[src/rtl/mmio_uart_tx.sv]
// MMIO console UART transmitter: byte FIFO feeding an 8N1 serializer, LSB first.
// Define UART_TX_PARITY_EN to insert an even-parity bit after the eighth data bit.
//
// state  | meaning
// IDLE   | line high, pops the next byte as soon as the FIFO is non-empty
// START  | start bit (low)
// DATA   | eight data bits, LSB first
// PARITY | even parity over the byte (UART_TX_PARITY_EN only)
// STOP   | stop bit (high)
module mmio_uart_tx #(
    parameter int CLKS_PER_BIT = 868,
    parameter int FIFO_DEPTH   = 16
) (
    input  logic                          clk,
    input  logic                          Rst_n,
    input  logic                          mem_hold,
    input  logic                          mmio_wea,
    input  logic [31:0]                   mmio_dat,
    output logic                          mmio_read,
    output logic                          tx,
    output logic                          tx_busy,
    output logic [$clog2(FIFO_DEPTH):0]   fifo_count,
    output logic                          overflow
);
    localparam int AW = $clog2(FIFO_DEPTH);
    localparam int CW = AW + 1;
    localparam int BW = $clog2(CLKS_PER_BIT);

    typedef enum logic [2:0] {
        S_IDLE,
        S_START,
        S_DATA,
        S_STOP
`ifdef UART_TX_PARITY_EN
        , S_PARITY
`endif
    } state_t;

    state_t          state, state_nxt;
    logic [BW-1:0]   baud_cnt, baud_nxt;
    logic [2:0]      bit_idx, bit_nxt;
    logic [7:0]      frame_byte;
    logic [7:0]      fifo_mem [FIFO_DEPTH];
    logic [AW-1:0]   wr_ptr, rd_ptr;
    logic            push, pop, full, tx_nxt, baud_last;
    logic            unused_dat;

    assign unused_dat = ^mmio_dat[31:8];

    // Full is judged on the registered count, so a push into a full FIFO is
    // dropped even when a pop happens in the same cycle.
    assign full      = (fifo_count == CW'(FIFO_DEPTH));
    assign push      = mmio_wea & ~mem_hold & ~full;
    assign mmio_read = ~full;
    assign tx_busy   = (fifo_count != '0) | (state != S_IDLE);
    assign baud_last = (baud_cnt == BW'(CLKS_PER_BIT - 1));

    always_ff @(posedge clk) begin
        if (push) fifo_mem[wr_ptr] <= mmio_dat[7:0];
    end

    always_ff @(posedge clk or negedge Rst_n) begin
        if (!Rst_n) begin
            wr_ptr     <= '0;
            rd_ptr     <= '0;
            fifo_count <= '0;
            overflow   <= 1'b0;
        end else begin
            if (push) wr_ptr <= wr_ptr + AW'(1);
            if (pop)  rd_ptr <= rd_ptr + AW'(1);
            case ({push, pop})
                2'b10:   fifo_count <= fifo_count + CW'(1);
                2'b01:   fifo_count <= fifo_count - CW'(1);
                default: fifo_count <= fifo_count;
            endcase
            if (mmio_wea & ~mem_hold & full) overflow <= 1'b1;
        end
    end

    always_ff @(posedge clk or negedge Rst_n) begin
        if (!Rst_n) begin
            state      <= S_IDLE;
            baud_cnt   <= '0;
            bit_idx    <= '0;
            frame_byte <= '0;
            tx         <= 1'b1;
        end else begin
            state    <= state_nxt;
            baud_cnt <= baud_nxt;
            bit_idx  <= bit_nxt;
            tx       <= tx_nxt;
            if (pop) frame_byte <= fifo_mem[rd_ptr];
        end
    end

    // tx is registered from the current state, so the line trails the FSM by one cycle.
    always_comb begin
        state_nxt = state;
        baud_nxt  = baud_cnt + BW'(1);
        bit_nxt   = bit_idx;
        tx_nxt    = 1'b1;
        pop       = 1'b0;
        case (state)
            S_IDLE: begin
                baud_nxt = '0;
                if (fifo_count != '0) begin
                    pop       = 1'b1;
                    state_nxt = S_START;
                end
            end
            S_START: begin
                tx_nxt = 1'b0;
                if (baud_last) begin
                    baud_nxt  = '0;
                    bit_nxt   = '0;
                    state_nxt = S_DATA;
                end
            end
            S_DATA: begin
                tx_nxt = frame_byte[bit_idx];
                if (baud_last) begin
                    baud_nxt = '0;
                    if (bit_idx == 3'd7) begin
`ifdef UART_TX_PARITY_EN
                        state_nxt = S_PARITY;
`else
                        state_nxt = S_STOP;
`endif
                    end else begin
                        bit_nxt = bit_idx + 3'd1;
                    end
                end
            end
`ifdef UART_TX_PARITY_EN
            S_PARITY: begin
                tx_nxt = ^frame_byte;
                if (baud_last) begin
                    baud_nxt  = '0;
                    state_nxt = S_STOP;
                end
            end
`endif
            S_STOP: begin
                if (baud_last) begin
                    baud_nxt  = '0;
                    state_nxt = S_IDLE;
                end
            end
            default: begin
                baud_nxt  = '0;
                state_nxt = S_IDLE;
            end
        endcase
    end
endmodule

[config.mk]
export PLATFORM = sky130hd
export DESIGN_NAME = mmio_uart_tx
export DESIGN_NICKNAME = d
export VERILOG_FILES = /design/src/rtl/mmio_uart_tx.sv
export SDC_FILE = /design/constraint.sdc
export NUM_CORES = 1
export LEC_CHECK = 0
export CAP_MARGIN = 20
export CELL_PAD_IN_SITES_DETAIL_PLACEMENT = 0
export CELL_PAD_IN_SITES_GLOBAL_PLACEMENT = 2
export CORE_MARGIN = 5
export CORE_UTILIZATION = 25
export DETAILED_ROUTE_END_ITERATION = 16
export PLACE_DENSITY_LB_ADDON = 0.1
export SLEW_MARGIN = 20
export SYNTH_ARGS = -nofsm -noshare
export SYNTH_HDL_FRONTEND = slang
export SYNTH_SLANG_ARGS = --single-unit
[constraint.sdc]
create_clock -name clk -period 2.9 [get_ports clk]
set_clock_uncertainty 0.05 [all_clocks]
set_input_delay 0.58 -clock clk [delete_from_list [all_inputs] [get_ports clk]]
set_output_delay 0.58 -clock clk [all_outputs]
set_load 0.05 [all_outputs]
-- Yosys cells after proc, flatten, opt, wreduce, memory -nomap -nowiden
Memories as Yosys holds them, arrays and structs flattened. A register that Yosys moved wholly into a read port is not among the register bits.
Cells that the tools add are included.
Widths: inputs -> output; s select.
- memories kept: 1
- bits in registers: 31
- output and inout port bits: 9
- RAM bits: 128
- bits of input ports: 36
- equal/unequal tests: 14
- order comparisons: 1
- bitwise gates (word level): 6
- mux-type cells: 19
- reduce and logical (&&, ||, !) cells: 9
- $add $sub $neg: 6
- memory list (memory ; words ; bits a word ; read ports ; clocked after memory_dff ; write ports ; line ; RTL):
    fifo_mem ; 16 ; 8 ; 1 ; 1 ; 1 ; 43 ; logic [7:0] fifo_mem [FIFO_DEPTH];
- operator list (operator ; number):
    $mux 3 ; 7
    $mux 10 ; 2
    $ne 2x2->1 const B ; 6
    $pmux 3 s4 ; 1
    $add 10x1->10 const B ; 1
    $eq 10x10->1 const B ; 1
    $pmux 5 s2 ; 1
    $add 4x1->4 const B ; 2
    $eq 3x2->1 const B ; 2
    $pmux 3 s2 ; 1
    $add 5x1->5 const B ; 1
    $eq 5x5->1 const B ; 1
    $mux 1 ; 5
    $reduce_and 5->1 ; 1
    $reduce_bool 5->1 ; 1
    $sub 5x1->5 const B ; 1
    $lt 3x4->1 const B ; 1
    $reduce_and 4->1 ; 1
    $reduce_bool 2->1 ; 2
    $add 3x1->3 const B ; 1
    $and 1x1->1 ; 3
    $bmux 1 s3 ; 1
    $eq 3x1->1 const B ; 1
    $eq 3x3->1 const B ; 1
    9 further kinds ; 10

-- Depth between registers and ports, before layout
- depth in word-level cells: 5
- depth in mapped cells: 13
- gate-level depth less buffers: 10

-- Worst setup path after synthesis
Ideal clock, no wire load.
- path type: register to register
- from: register fifo_count[1]
- to: register fifo_count[4]
- stages on the path, launching flop included: 13
- period minus slack after synthesis: 3.321 ns
- path buffers: 3
- setup slack: -0.421 ns
- required time: 2.721 ns
- data arrival time: 3.142 ns
- path through: dfrtp_1 > buf_6 > or4_4 > o21a_1 > buf_2 > ha_1 > clkbuf_1 > xor2_1 > ha_1 > o211a_1 > or4_1 > nand3_1 > nor3b_1
- word-level cells in the longest chain between the ends: 5
- ends and longest elaborated chain (element ; line ; RTL):
    from (decl) ; 22 ; output logic [$clog2(FIFO_DEPTH):0] fifo_count,
    from (signal assigned) ; 72 ; 2'b10: fifo_count <= fifo_count + CW'(1);
    from (signal assigned) ; 73 ; 2'b01: fifo_count <= fifo_count - CW'(1);
    from (signal assigned) ; 74 ; default: fifo_count <= fifo_count;
    $reduce_bool 5->1 * ; 106 ; if (fifo_count != '0) begin
    $mux 1 * ; 106 ;
    $mux 1 * ; 103 ; case (state)
    named net pop ; 45 ; logic push, pop, full, tx_nxt, baud_last;
    $eq 2x1->1 / $eq 2x2->1 (equally long branches) ; 71 ; case ({push, pop})
    $pmux 5 s2 / $reduce_bool 2->1 (equally long branches) ; n/a ;
The timed path passes the listed nets; every way through them passes the cells marked *.
A chain may end at the register's enable or synchronous reset.

-- Final worst setup path
- from: register fifo_count[3]
- to: output port tx_busy
- word-level cells in the longest chain between the ends: 2
- ends and longest elaborated chain (element ; line ; RTL):
    $reduce_bool 5->1 ; 55 ; assign tx_busy = (fifo_count != '0) | (state != S_IDLE);
    $or 1x1->1 ; 55 ;
    to (decl) ; 21 ; output logic tx_busy,
Every way passes these cells.

==> impl_metrics.ini <==
[critical_path]
worstPathRequired_ns = 2.27
crit_arrival_ns = 2.10
endpoint_kind = output pin
crit_path_start_kind = flip-flop
path_class = flip-flop to output pin
worstPathMaxFanout = 5

[routing]
detail-route-antenna-nets = 0
drc = 0
initialDrtViolationCount = 258
routed_wirelength_mm = 16.0
detail_route.wl_per_cell_um = 18.9
dr.pass1.iters = 5
viasPerCell = 4.37
via_count = 3682

[timing]
worst_pin_slew_ns = 1.03
maxSlewViolCount = 0
clock.fmax_ghz = 0.367
setup_slack_ns = 0.174
setup_viol = 0
fin_tns_setup_ns = 0
finalCritPeriodShare_pct = 94.0
hold_viol = 0
fin_crit_ns = 2.73
relSlewSlack_pct = 31.0
rsz0062_at_grt = no

[clocking]
cts-buffers-inserted = 17
insertion_delay_ns = 0.43
hold_buffers = 0
path_clk_slew_ns = 0.07
cts-root-buf = clkbuf_16
cts_tree = built
numClockSinks = 166
htreeDepth = 4
cts_setup_buffers = 0
clock_path_buffers = 2

[finish]
areaGrowthSynthToFinish_pct = 18.9
drive_gt1_share_pct = 24.1
antennaDiodeCount = 0
stdcell_area_um2 = 8440
fin_nets = 506

[die]
initial_core_util_pct = 25.4
ios = 45
die_y_um = 179
die_area_um2 = 31900
rows = 61
fp.dieW_um = 179
core_area_um2 = 27900

[grt]
antenna_found_initial = 0
grtUsageTotal_pct = 10.7
grt_pass1_vias = 3975
overflow = 0
grt_max_degree = 36
grt_pass1_wl_mm = 24.9

[yosys]
synth_nets = 469
netlist_area_um2 = 7100
synth.distinct_cells = 48
yosysWarnings = 0
synth_seq_area_share_pct = 67.6
postSynth.asyncResetShare_pct = 22.9
ys_ff_latch = 166
syn_inst = 415
synth_edf_count = 128
ys.flop_type = edfxtp_1
avgSynthCellArea_um2 = 17.1

[place]
dpl_cell_area_um2 = 7840
hpwl_mm = 10.2
io_buffers = 20
place.gp.congestion = 0.718
place_worst_setup_slack_ns = -0.0855

[min_path]
min_path_type = primary input to asynchronous set/reset pin

[power]
peakVddDrop_mv = 0.415
p_per_area_nw_per_um2 = 964
p_leak_uw = 0.00291

[outcome]
status = finished, final reports clean

[run]
drv_cap = 0
through the flow:
step,util [%],hold WS [ns],power (uW),std cells
floorplan,-,0.234,5160,415
global placement,28.0,0.414,5990,811
detailed placement,28.0,0.420,6010,811
CTS,30.2,0.162,8310,843
global route,30.2,0.203,8680,843
finish,30.2,0.148,8140,843
state kept, by name, indices dropped and copies added, names as in the netlist:
name / cells
baud_cnt: 10
bit_idx: 3
fifo_count: 5
fifo_mem: 128
frame_byte: 8
overflow: 1
rd_ptr: 4
state: 2
tx: 1
wr_ptr: 4
kinds of logic after synthesis:
family,share of synthesized area [%]
mux,13.0
fa+ha+maj,3.17
simple gates,7.31
flops,67.6
buf+inv,2.33
compound gates,4.46
xor+xnor,2.22
cell usage after synthesis, drive strengths merged, types with 9 or more instances:
cell type	instances	area (um2)
nor2b	10	62.6
a21oi	11	55.1
edfxtp	128	3840
nand2	11	41.3
and2	13	81.3
ha	18	225
mux4	34	766
buf	15	109
nor2	13	48.8
clkbuf	9	33.8
xor2	10	87.6
mux2	11	124
dfrtp	37	926
timing repair:
action	4_1_cts	5_1_grt
endpoints found under the setup margin	1	2
gates cloned	0	0
gates resized for setup	1	2
worst max-delay path, cell delays in order, from the launching register on:
cell	delay (ns)
dfrtp_1	0.46
or4_4	0.55
nor2_1	0.18
nand2_1	0.07
dlygate4sd2_1	0.43
routing by layer:
metal  vias up  part of all wire, %  track usage, %
li1       1695                    -               -
met1      1927                   47            14.3
met2        50                   49            17.6
met3        10                  2.6            2.20
met4         0                 0.95            3.07
met5         -                    0               0
cells in the final DEF, fill, tap and decap left out, types with 7 or more instances in the layout:
cell	count
o21ai_0	8
mux2_2	11
ha_1	16
xnor2_1	8
a211oi_1	8
o22ai_1	8
clkbuf_16	17
nand2_1	11
mux4_2	34
nor2_1	13
edfxtp_1	128
and2_1	13
xor2_1	10
buf_4	20
dfrtp_1	33
a21oi_1	11
nand2b_1	7
clkdlybuf4s50_1	17
nor2b_1	10
power by group:
group / internal (uW) / total (uW) / leakage [uW] / switching [uW]
clock network: 1170 / 2270 / 0.000295 / 1100
logic: 1270 / 2680 / 0.000996 / 1410
registers: 2880 / 3190 / 0.00162 / 312
total: 5310 / 8140 / 0.00291 / 2830
worst paths after layout:
| check | end | slack (ns) | startpoint | cells after the start |
|---|---|---|---|---|
| setup / recovery | tx_busy | 0.17 | fifo_count[3] | 4 |
| hold / removal | fifo_count[0] | 0.15 | Rst_n | 1 |
| setup reg to reg | fifo_count[4] | 0.23 | fifo_count[3] | 9 |
| hold reg to reg | overflow | 0.43 | overflow | 1 |
| max in group asynchronous | frame_byte[4] | 1.98 | Rst_n | 2 |
| min in group clk | overflow | 0.43 | overflow | 1 |
area by class of cell:
cell class	instances	area, um2
clock buffers	17	425
clock inverters	15	175
fillers	2831	19500
inverters	6	22.5
multi-input cells	219	2160
flip-flops and latches	166	4800
well taps	378	473
repair buffers	42	387
Note: power is estimated with default switching activity, not from simulation.
